**src/rtl/cfg_reg_pkg.sv**
```systemverilog
// Shared types, default widths and the address decode for config_reg_bank.
// Optional feature macro used by the top: CONFIG_REG_LOCK_EN.
package cfg_reg_pkg;

  localparam int DEF_DATA_WIDTH = 32;
  localparam int DEF_ADDR_WIDTH = 8;
  // Decode is done at a fixed 32-bit width; callers mask down to ADDR_WIDTH.
  localparam int DEC_W = 32;

  // One shadow/active register pair at the default data width.
  typedef struct packed {
    logic [DEF_DATA_WIDTH-1:0] shadow;
    logic [DEF_DATA_WIDTH-1:0] active;
  } cfg_pair_t;

  // Result of an address decode.
  typedef struct packed {
    logic             in_range;
    logic [DEC_W-1:0] idx;
  } cfg_dec_t;

  // idx wraps at aw bits; in_range also requires addr >= base so a wrapped
  // subtraction below the window never aliases onto a real register.
  function automatic cfg_dec_t cfg_decode(input logic [DEC_W-1:0] addr,
                                          input logic [DEC_W-1:0] base,
                                          input int unsigned      num,
                                          input int unsigned      aw);
    cfg_dec_t         d;
    logic [DEC_W-1:0] mask;
    mask       = (aw >= DEC_W) ? '1 : ((DEC_W'(1) << aw) - DEC_W'(1));
    d.idx      = (addr - base) & mask;
    d.in_range = (addr >= base) && (d.idx < DEC_W'(num));
    return d;
  endfunction

endpackage

```
**src/rtl/cfg_reg_slot.sv**
```systemverilog
// One shadow/active config register pair. Writes land in shadow; commit
// copies shadow to active, taking a same-cycle write straight through.
module cfg_reg_slot
  import cfg_reg_pkg::*;
#(
  parameter int                    DATA_WIDTH  = DEF_DATA_WIDTH,
  parameter logic [DATA_WIDTH-1:0] RESET_VALUE = '0
) (
  input  logic                  clk,
  input  logic                  reset,
  input  logic                  wr_en,
  input  logic                  commit,
  input  logic [DATA_WIDTH-1:0] wr_data,
  output logic [DATA_WIDTH-1:0] shadow_q,
  output logic [DATA_WIDTH-1:0] active_q
);

  // Shadow takes writes; active follows shadow (or the new write) on commit.
  always_ff @(posedge clk) begin
    if (!reset) begin
      shadow_q <= RESET_VALUE;
      active_q <= RESET_VALUE;
    end else begin
      if (wr_en)  shadow_q <= wr_data;
      if (commit) active_q <= wr_en ? wr_data : shadow_q;
    end
  end

endmodule

```
**src/rtl/config_reg_bank.sv**
```systemverilog
// Double-buffered config register bank at a programmable base address with
// registered read-back and out-of-range error pulse.
// Define CONFIG_REG_LOCK_EN to add a config_lock input that blocks writes
// (flagged as errors) and commits while held high.
module config_reg_bank
  import cfg_reg_pkg::*;
#(
  parameter int                    NUM_REGS    = 4,
  parameter int                    DATA_WIDTH  = DEF_DATA_WIDTH,
  parameter int                    ADDR_WIDTH  = DEF_ADDR_WIDTH,
  parameter logic [ADDR_WIDTH-1:0] BASE_ADDR   = '0,
  parameter logic [DATA_WIDTH-1:0] RESET_VALUE = '0
) (
  input  logic                           clk,
  input  logic                           reset,
  input  logic [ADDR_WIDTH-1:0]          config_addr,
  input  logic [DATA_WIDTH-1:0]          config_data,
  input  logic                           config_write,
  input  logic                           config_read,
  input  logic                           commit,
`ifdef CONFIG_REG_LOCK_EN
  input  logic                           config_lock,
`endif
  output logic [DATA_WIDTH-1:0]          read_config_data,
  output logic                           read_valid,
  output logic                           config_err,
  output logic [NUM_REGS*DATA_WIDTH-1:0] cfg_out
);

  logic                  lock;
  cfg_dec_t              dec;
  logic                  wr_ok, commit_ok, err_d;
  logic [NUM_REGS-1:0]   wr_en;
  logic [DATA_WIDTH-1:0] shadow [NUM_REGS];
  logic [DATA_WIDTH-1:0] active [NUM_REGS];
  logic [DATA_WIDTH-1:0] rd_data_d, rd_data_q;
  logic                  rd_valid_q, err_q;

`ifdef CONFIG_REG_LOCK_EN
  assign lock = config_lock;
`else
  assign lock = 1'b0;
`endif

  assign dec       = cfg_decode(DEC_W'(config_addr), DEC_W'(BASE_ADDR),
                                unsigned'(NUM_REGS), unsigned'(ADDR_WIDTH));
  assign wr_ok     = config_write && dec.in_range && !lock;
  assign commit_ok = commit && !lock;
  // Any rejected access (bad address, or a write while locked) flags once.
  assign err_d     = (config_write && (!dec.in_range || lock)) ||
                     (config_read && !dec.in_range);

  for (genvar i = 0; i < NUM_REGS; i++) begin : g_slot
    assign wr_en[i] = wr_ok && (dec.idx == DEC_W'(i));

    cfg_reg_slot #(
      .DATA_WIDTH  (DATA_WIDTH),
      .RESET_VALUE (RESET_VALUE)
    ) u_slot (
      .clk      (clk),
      .reset    (reset),
      .wr_en    (wr_en[i]),
      .commit   (commit_ok),
      .wr_data  (config_data),
      .shadow_q (shadow[i]),
      .active_q (active[i])
    );

    assign cfg_out[i*DATA_WIDTH +: DATA_WIDTH] = active[i];
  end

  // Read mux over pre-edge shadow values; out-of-range reads return zero.
  always_comb begin
    rd_data_d = '0;
    for (int i = 0; i < NUM_REGS; i++) begin
      if (dec.in_range && (dec.idx == DEC_W'(i))) rd_data_d = shadow[i];
    end
  end

  // Read-back and error pulse registers; data holds between reads.
  always_ff @(posedge clk) begin
    if (!reset) begin
      rd_data_q  <= '0;
      rd_valid_q <= 1'b0;
      err_q      <= 1'b0;
    end else begin
      rd_valid_q <= config_read;
      err_q      <= err_d;
      if (config_read) rd_data_q <= rd_data_d;
    end
  end

  assign read_config_data = rd_data_q;
  assign read_valid       = rd_valid_q;
  assign config_err       = err_q;

endmodule

```
**config.mk**
```make
export PLATFORM = sky130hd
export DESIGN_NAME = config_reg_bank
export DESIGN_NICKNAME = d
export VERILOG_FILES = /design/src/rtl/cfg_reg_pkg.sv /design/src/rtl/cfg_reg_slot.sv /design/src/rtl/config_reg_bank.sv
export SDC_FILE = /design/constraint.sdc
export NUM_CORES = 1
export LEC_CHECK = 0
export BUFFER_PORTS_ARGS = -buffer_cell sky130_fd_sc_hd__buf_2
export CORE_ASPECT_RATIO = 0.7
export CORE_UTILIZATION = 30
export CTS_CLUSTER_DIAMETER = 120
export CTS_CLUSTER_SIZE = 30
export DETAILED_ROUTE_END_ITERATION = 8
export PLACE_DENSITY = 0.47
export SLEW_MARGIN = 20
export SYNTH_ARGS = -nofsm -noshare
export SYNTH_HDL_FRONTEND = slang
export SYNTH_HIERARCHICAL = 1
export SYNTH_SLANG_ARGS = --single-unit
```
**constraint.sdc**
```tcl
create_clock -name clk -period 4 [get_ports clk]
set_input_delay 0.2 -clock clk [delete_from_list [all_inputs] [get_ports clk]]
set_output_delay 0.2 -clock clk [all_outputs]
set_load 0.01 [all_outputs]
```
==> flow_summary.ini <==
[worst_setup_path]
cp-startpoint = config_write
crit_buf_inv = 3
path_cells = dlygate4sd3_1, buf_2, and4b_2, buf_4, mux2i_1, a21oi_1
critPathTopFamily = buffers and inverters
end_kind = flip-flop
crit_fanout = 18
critPathMaxStageDelay_ns = 0.83
setup.worst_path.start_class = primary input
cp.arrival_ns = 2.47
crit-reg2reg-launch = g_slot[1].u_slot/shadow_q[4]$_SDFF_PN0_
crit_type = primary input to flip-flop
crit_required_ns = 4.34
crit_path_top_delay_cell = and4b_2

[sta]
tns_ns = 0
drv_slew = 0
setup_violations = 0
period_share = 0.532
rsz0062_at_grt = false
relSlewSlack = 0.262
period_minus_slack_ns = 2.13
whs_ns = 0.0497
skew_ns = 0.0148
tightest_slew_ns = 1.11
finalHoldViolations = 0
fmax_mhz = 470
setup_ws_ns = 1.87

[power_and_ir_drop]
power.leakage_nw = 4.59
power.total_mw = 4.87
peakVddDrop_mv = 0.200
power.density_mw_per_mm2 = 391

[die]
fp-row-count = 58
die_y_um = 162
start_util = 0.305
die_w_um = 231
fp.dieArea_mm2 = 0.0374
fp.coreArea_mm2 = 0.0360
io_pins = 207

[synthesis]
yosys_most_used_dff = dfxtp_1
syn_nets = 1015
synth_top_area_share = 0.528
ys_seq_elements = 290
syn_inst = 970
yosys_warnings = 6
yosysMostFrequentCell = dfxtp_1
syn-cell-area_mm2 = 0.0110
avgSynthCellArea_um2 = 11.3
synthTopCellsByArea = dfxtp_1, mux2i_1, nor2b_1
synth_edf_count = 0
ys_seq_area_frac = 0.528
yosysTopAreaCell = dfxtp_1
async_flop_share = 0
synthTopCellsByCount = dfxtp_1, o21ai_0, a21oi_1, mux2i_1, nor2b_1
synth.distinct_cells = 19

[global_route]
grt_pass1_vias = 7177
grt_overflow_total = 0
grt_max_degree = 232
grt_usage = 0.157
antenna_found_initial = 1
grt_pass1_wl_mm = 45.3

[final_layout]
num-nets-final = 1162
fin_cells = 1596
final_util = 0.346
num_antenna_cells = 0
areaGrowthSynthToFinish_pct = 13.4
final_area_mm2 = 0.0125
drive_above_1_share = 0.239

[drt]
drc = 0
ant_nets = 0
wire_per_inst_um = 19.0
avgViaCountPerCell = 4.77
drt_iter0_drc = 499
first_pass_iters = 4
wl_mm = 30.3
vias = 7614

[placement]
place_area_mm2 = 0.0121
port_buffers = 206
place_inst = 1580
routabilityCongestion = 0.743
post-dp-hpwl_mm = 19.4
dp_slack_ns = 1.38

[worst_hold_path]
hp-class = primary input to flip-flop
worstHoldStart = config_data[29]

[flow_run]
maxCapViolations = 0

[clock_tree]
numClockSinks = 290
cts-root-buf = clkbuf_16
cts.htree.levels = 1
clk_latency_ns = 0.49
cts_buffers = 13
cts_tree = built
cts_buffer_depth = 3
clk_pin_slew_ns = 0.12

[status]
status = finished, final reports clean
## cell usage in the layout, fill, tap and decap left out
master and instances:
dlygate4sd3_1 2, clkbuf_16 13, and2_1 1, inv_8 1
mux2i_1 128, mux4_2 27, buf_2 204, dfxtp_1 290
nor4bb_4 1, o21ai_0 129, clkbuf_8 1, buf_4 14
nor2_1 4, a21oi_1 128, clkinv_1 1, and3_1 1
buf_12 1, and4_2 2, and4b_2 2, nor2b_1 128
a32o_1 32, mux4_1 5, buf_6 1
## sequential cells by signal, summed over array words and instances, names as in the netlist
| signal | count |
|---|---|
| g_slot.u_slot/shadow_q | 128 |
| g_slot.u_slot/active_q | 128 |
| config_err | 1 |
| read_valid | 1 |
| read_config_data | 32 |
## layout make-up
type,count,area (um^2)
fill,3737,23500
clock buffer,13,325
timing repair buffer,223,1190
sequential,290,5810
tap,480,601
clock inverter,1,11.3
multi-input combinational,588,4520
inverter,1,3.75
## tightest hold or removal path, cell delays in order
cell     delay, ns
buf_2         0.12
mux2i_1       0.09
nor2b_1       0.10
## report_power, final
| part | switching [mW] | internal [mW] |
|---|---|---|
| Sequential | 0.0344 | 2.95 |
| Combinational | 0.228 | 0.135 |
| Clock | 0.917 | 0.601 |
## cells by family after synthesis
| kind of cell | share of synthesized area |
|---|---|
| flops | 0.528 |
| mux | 0.184 |
| buf+inv | 0.0619 |
| compound gates | 0.146 |
| simple gates | 0.0797 |
## path summary, 6_finish.rpt
path	to	slack (ns)	cells after the start
min reg2reg	read_config_data[9]$_SDFFE_PN0P_	0.51	1
min	g_slot[1].u_slot/shadow_q[29]$_SDFF_PN0_	0.05	3
max	g_slot[2].u_slot/active_q[21]$_SDFFE_PN0P_	1.87	6
max reg2reg	read_config_data[4]$_SDFFE_PN0P_	2.84	2
## per-layer routing
| layer | vias up | wire [um] | global-route usage |
|---|---|---|---|
| met5 | - | 0 | 0 |
| met4 | 0 | 366 | 0.0238 |
| met3 | 18 | 1360 | 0.0200 |
| met2 | 151 | 12500 | 0.225 |
| met1 | 3689 | 16000 | 0.249 |
| li1 | 3756 | - | - |
## repair_timing
item                      in CTS  in global routing
hold endpoints to repair       2                  0
resized for setup              0                  0
setup buffers                  0                  0
hold buffers                   2                  0
(Power assumes the default switching activity.)
